==> config.mk <==
export PLATFORM = sky130hd
export DESIGN_NAME = sevseg_capture
export DESIGN_NICKNAME = d
export VERILOG_FILES = /design/src/rtl/sevseg_pkg.sv /design/src/rtl/sevseg_inv.sv /design/src/rtl/sevseg_capture.sv
export SDC_FILE = /design/constraint.sdc
export NUM_CORES = 1
export LEC_CHECK = 0
export BUFFER_PORTS_ARGS = -buffer_cell sky130_fd_sc_hd__buf_2
export CAP_MARGIN = 20
export CORE_MARGIN = 3
export CORE_UTILIZATION = 35
export DETAILED_ROUTE_END_ITERATION = 12
export PLACE_DENSITY = 0.6
export RECOVER_POWER = 50
export SYNTH_ARGS = -nofsm -noshare
export SYNTH_HDL_FRONTEND = slang
export SYNTH_SLANG_ARGS = --single-unit
==> constraint.sdc <==
create_clock -name clk -period 2.2 [get_ports clk]
set_clock_uncertainty 0.05 [all_clocks]
set_input_delay 0.44 -clock clk [delete_from_list [all_inputs] [get_ports clk]]
set_output_delay 0.44 -clock clk [all_outputs]
set_load 0.005 [all_outputs]
==> src/rtl/sevseg_pkg.sv <==
// Shared seven-segment definitions: active-low {g,f,e,d,c,b,a} patterns for hex 0..F,
// the all-off pattern and the anode-select encodings.
package sevseg_pkg;

   typedef logic [6:0] seg_t;

   localparam seg_t BLANK = 7'b1111111;

   localparam seg_t SEG_TABLE [16] = '{
      7'b1000000, 7'b1111001, 7'b0100100, 7'b0110000,
      7'b0011001, 7'b0010010, 7'b0000010, 7'b1111000,
      7'b0000000, 7'b0010000, 7'b0001000, 7'b0000011,
      7'b1000110, 7'b0100001, 7'b0000110, 7'b0001110
   };

   // Anodes are active-low, so the single-zero codes select one digit.
   typedef enum logic [1:0] {
      AN_BOTH = 2'b00,
      AN_D1   = 2'b01,
      AN_D0   = 2'b10,
      AN_NONE = 2'b11
   } an_sel_e;

endpackage

==> src/rtl/sevseg_inv.sv <==
// Combinational inverse of the hex segment table: returns the hex value and a hit flag
// when the pattern exactly matches a table entry.
module sevseg_inv
   import sevseg_pkg::*;
(
   input  seg_t        seg,
   output logic [3:0]  hex,
   output logic        hit
);

   always_comb begin
      hex = 4'd0;
      hit = 1'b0;
      for (int i = 0; i < 16; i++) begin
         if (seg == SEG_TABLE[i]) begin
            hex = 4'(i);
            hit = 1'b1;
         end
      end
   end

endmodule

==> src/rtl/sevseg_capture.sv <==
// Captures the hex digits shown on a 2-digit multiplexed seven-segment bus once a pattern
// has been stable for STABLE_CYCLES samples. Optional macro: SEVSEG_CAPTURE_BLANK_EN.
module sevseg_capture
   import sevseg_pkg::*;
#(
   parameter int STABLE_CYCLES = 16
)(
   input  logic        clk,
   input  logic        reset,
   input  logic [6:0]  seg,
   input  logic [1:0]  an,
   output logic [3:0]  digit0,
   output logic [3:0]  digit1,
   output logic [1:0]  valid,
   output logic        update,
   output logic        err
);

   localparam logic [7:0] LAST = 8'(STABLE_CYCLES - 1);

   seg_t       seg_q;
   logic [1:0] an_q;
   logic [7:0] cnt;
   logic       done;
   logic       cap_vld;
   seg_t       cap_seg;
   an_sel_e    cap_an;
   logic [3:0] hex;
   logic       hit;
   logic       differ;
   logic       is_blank;

   assign differ = (seg != seg_q) || (an != an_q);

   sevseg_inv u_inv (
      .seg (cap_seg),
      .hex (hex),
      .hit (hit)
   );

`ifdef SEVSEG_CAPTURE_BLANK_EN
   assign is_blank = (cap_seg == BLANK);
`else
   assign is_blank = 1'b0;
`endif

   always_ff @(posedge clk) begin
      if (!reset) begin
         seg_q   <= BLANK;
         an_q    <= 2'b00;
         cnt     <= 8'd0;
         done    <= 1'b0;
         cap_vld <= 1'b0;
         cap_seg <= BLANK;
         cap_an  <= AN_NONE;
         digit0  <= 4'd0;
         digit1  <= 4'd0;
         valid   <= 2'b00;
         update  <= 1'b0;
         err     <= 1'b0;
      end else begin
         seg_q   <= seg;
         an_q    <= an;
         update  <= 1'b0;
         cap_vld <= 1'b0;

         if (differ) begin
            cnt  <= 8'd0;
            done <= 1'b0;
         end else if (cnt != LAST) begin
            cnt <= cnt + 8'd1;
         end

         // Snapshot the saturated pattern; a simultaneous input change does not cancel it.
         if (cnt == LAST && !done) begin
            cap_vld <= 1'b1;
            cap_seg <= seg_q;
            cap_an  <= an_sel_e'(an_q);
            if (!differ) done <= 1'b1;
         end

         if (cap_vld) begin
            case (cap_an)
               AN_D0: begin
                  update <= 1'b1;
                  if (hit) begin
                     digit0   <= hex;
                     valid[0] <= 1'b1;
                  end else begin
                     valid[0] <= 1'b0;
                     if (!is_blank) err <= 1'b1;
                  end
               end
               AN_D1: begin
                  update <= 1'b1;
                  if (hit) begin
                     digit1   <= hex;
                     valid[1] <= 1'b1;
                  end else begin
                     valid[1] <= 1'b0;
                     if (!is_blank) err <= 1'b1;
                  end
               end
               AN_BOTH: err <= 1'b1;
               default: ;
            endcase
         end
      end
   end

endmodule

==> PnR_summary.wiki <==
{| class="wikitable"
! Metric !! Value
|-
| Cell type group with the largest total delay on the critical path || simple AND/OR/NAND/NOR gates
|-
| Placed wire-length estimate after detailed placement || 2.61 mm
|-
| Most used flip-flop cell after synthesis || sky130_fd_sc_hd__dfxtp_1
|-
| Vias after detailed routing || roughly 1500
|-
| Routed WL per cell || roughly 12 µm
|-
| Top post-synthesis cells by area || sky130_fd_sc_hd__dfxtp_1, sky130_fd_sc_hd__nand2_1, sky130_fd_sc_hd__xor2_1, sky130_fd_sc_hd__mux2i_1, sky130_fd_sc_hd__nand3_1
|-
| Crit path buffers/inverters || 0
|-
| Layout cells sized above 1 || between 10 and 15%
|-
| IR drop worst, VDD || approximately 360 µV
|-
| Core region area || between 5000 and 6000 µm²
|-
| Number of synthesized flops with an enable pin || 0
|-
| Endpoint required time on the critical path || 2340 ps
|-
| Pin count of the biggest net entering global routing || 29
|-
| Minimum setup slack among reg-to-reg paths || around 130 ps
|-
| Summed area of non-filler cells in the final layout || roughly 2200 µm²
|-
| Kind of start point of the critical path || register
|-
| Synthesis-to-layout area growth || 13.9%
|-
| DRT antenna net count || 0
|-
| Highest attainable clock frequency || roughly 480 MHz
|-
| Number of global-route vias before repair || 1404
|-
| Chip width || roughly 80 µm
|-
| Power density cells || ~610 nW/µm²
|-
| Worst path cell trace || and4bb_1 -> mux2i_4 -> o32ai_2 -> nor4_4 -> nor2_4 -> o21a_1
|-
| Final number of hold-violating endpoints || 0
|-
| DRC || 0
|-
| Most used standard cell by instance count after synthesis || sky130_fd_sc_hd__dfxtp_1
|-
| Async SR Flop Fraction || 0%
|-
| Max_slew headroom || roughly three fifths
|-
| Net total in the final layout || around 260
|-
| CTS tree || done
|-
| Quantity of gates resized following cts || 0
|-
| Cell area after technology mapping || just under 2000 µm²
|-
| # diodes || 0
|-
| Layout filler cell count || about 550
|-
| Endpoint of the worst setup timing path || valid[0]
|-
| Worst Path Arrival || 2210 ps
|-
| Longest individual stage delay on the worst path || 550 ps
|-
| Later-pin clock latency in the skew report || slightly below 300 ps
|-
| Setup repair after global routing missed its margin || false
|-
| Clock sink count || 40
|-
| Period utilization || a little over nine tenths
|-
| Ratio of routed vias to standard cells || 4.89
|-
| Maximum fanout along the worst path || 11
|-
| Top-Level Pins || 23
|-
| Row count || 26
|-
| # hold bufs at CTS || 0
|-
| Routed wire length || between 3 and 4 mm
|-
| Share of the core filled with cells || between 40% and 50%
|-
| Area enclosed by the die boundary || ~6500 µm²
|-
| Number of distinct standard cells referenced by the synthesized netlist || 42
|-
| Number of standard cells after synthesis || 220
|-
| Library cell used as clock root buffer || sky130_fd_sc_hd__clkbuf_8
|-
| Largest area contributor in the synthesized netlist || sky130_fd_sc_hd__dfxtp_1
|-
| Setup TNS || 0 ps
|-
| Yosys synthesis warning count || 0
|-
| Number of stages on the worst setup path || 6
|-
| Most numerous cell types in the synthesized netlist || sky130_fd_sc_hd__dfxtp_1, sky130_fd_sc_hd__nand2_1, sky130_fd_sc_hd__nand3_1, sky130_fd_sc_hd__nor2_1, sky130_fd_sc_hd__xor2_1
|-
| Leakage Power || between 0.0008 and 0.0009 µW
|-
| CTS clk-pin slew, worst paths || around 70 ps
|-
| Part of the Yosys area used for sequential elements || between 40% and 50%
|-
| CP endpoint kind || register
|-
| Hold crit path type || in -> reg
|-
| Avg Synthesized Cell Area || 8.90 µm²
|-
| Count of port buffers added during placement || 22
|-
| Number of max-slew violations in the final report || 0
|-
| Number of detailed-routing iterations run before antenna repair || 4
|-
| R2R cell count || 6
|-
| Worst slew pin tran || between 500 and 600 ps
|-
| Placed standard-cell area || ~2100 µm²
|-
| Number of buffers created by CTS || 5
|-
| Type of the worst setup path || reg -> reg
|-
| First-pass GRT wire length || approximately 6.5 mm
|-
| Bufs on Longest Clock Path || 2
|-
| Global-route total usage across every layer || between 10% and 20%
|-
| Post-CTS Setup Bufs || 0
|-
| Starting DRT DRC Count || about 110
|-
| Number of nets in the synthesized netlist || roughly 240
|-
| Worst path slowest cell || sky130_fd_sc_hd__dfxtp_1
|-
| Number of failing setup endpoints in the final timing report || 0
|-
| Endpoint of the lowest-slack register-to-register path || valid[0]
|-
| Yosys reg bits || 40
|-
| Post-synth top area share || about two fifths
|-
| Initial cell density of the core || about 37%
|-
| Antenna violations before repair || 0
|-
| Origin of the worst setup path || cap_seg[2]
|-
| Number of max-capacitance violations reported || 0
|-
| Die extent in y || a little over 80 µm
|-
| Origin of the critical flop-to-flop path || cap_seg[2]
|-
| GR Overflow Total || 0
|-
| Status || complete, no violations
|-
| H-tree depth || 2
|-
| Final period demand of the worst path || around 2100 ps
|-
| Final weighted congestion of routability-driven global placement || slightly below 0.8
|}
## stage by stage
stage / total power, µW / cells / hold WS, ps / setup slack, ps
finish: 1360 / 314 / 305 / 130
global route: 1430 / 314 / 297 / 3.31
CTS: 1390 / 314 / 294 / 125
detailed placement: 798 / 306 / 396 / 137
global placement: 797 / 306 / 394 / 179
floorplan: 780 / 220 / 397 / 375
## kinds of logic (layout without fill, tap and decap cells)
family          after synthesis  after routing  share of synthesized area (%)
flops                        40             40                           40.9
mux                           8              8                           4.73
compound gates               32             32                           11.2
fa+ha+maj                     4              4                           2.56
buf+inv                      19             43                           5.11
simple gates                100            100                           27.9
xor+xnor                     17             17                           7.60
## routing by layer
layer	part of all wire [%]	track usage, %	up-vias	routed length, µm
met2	43	19.1	37	1570
li1	-	-	806	-
met5	0	0	-	0
met1	50	17.8	684	1840
met4	1.5	4.56	0	54
met3	5.0	3.66	7	184
## registers in the layout, indices dropped and copies added, names as in the netlist
register and flops:
valid 2, seg_q 7, an_q 2, err 1, digit1 4, digit0 4, cap_an 2, cap_vld 1
cap_seg 7, cnt 8, done 1, update 1
## report_power, final
part / internal, µW / switching [µW]
Clock: 336 / 245
Combinational: 20.3 / 21.3
Sequential: 732 / 5.81
Total: 1090 / 272
## placed cells by master (no fill, tap or decap), types with 5 or more instances in the layout
cell type	instances
sky130_fd_sc_hd__a21oi_1	8
sky130_fd_sc_hd__and2_1	5
sky130_fd_sc_hd__buf_2	15
sky130_fd_sc_hd__buf_4	7
sky130_fd_sc_hd__clkbuf_1	9
sky130_fd_sc_hd__clkbuf_8	5
sky130_fd_sc_hd__dfxtp_1	40
sky130_fd_sc_hd__inv_1	5
sky130_fd_sc_hd__mux2i_1	7
sky130_fd_sc_hd__nand2_1	31
sky130_fd_sc_hd__nand2b_1	8
sky130_fd_sc_hd__nand3_1	14
sky130_fd_sc_hd__nor2_1	14
sky130_fd_sc_hd__nor3_1	6
sky130_fd_sc_hd__nor4_1	5
sky130_fd_sc_hd__o21ai_0	5
sky130_fd_sc_hd__xor2_1	13
## worst min path at each step
| stage | start | to | slack (ps) | cells after the start |
|---|---|---|---|---|
| detailed placement | digit0[0] | digit0[0] | 400 | 2 |
| floorplan | done | done | 400 | 2 |
| CTS | seg[1] | seg_q[1] | 290 | 2 |
| global placement | digit1[1] | digit1[1] | 390 | 2 |
| global route | seg[0] | seg_q[0] | 300 | 2 |
| finish | seg[1] | seg_q[1] | 310 | 2 |
## area by class of cell
cell class | count | area, µm² | area share [%]
flip-flops and latches | 40 | 801 | 35.9
clock buffers | 6 | 72.6 | 3.25
inverters | 5 | 18.8 | 0.842
clock inverters | 2 | 35.0 | 1.57
well taps | 70 | 87.6 | 3.93
repair buffers | 30 | 158 | 7.07
multi-input cells | 161 | 1060 | 47.4
(Power assumes the default switching activity.)
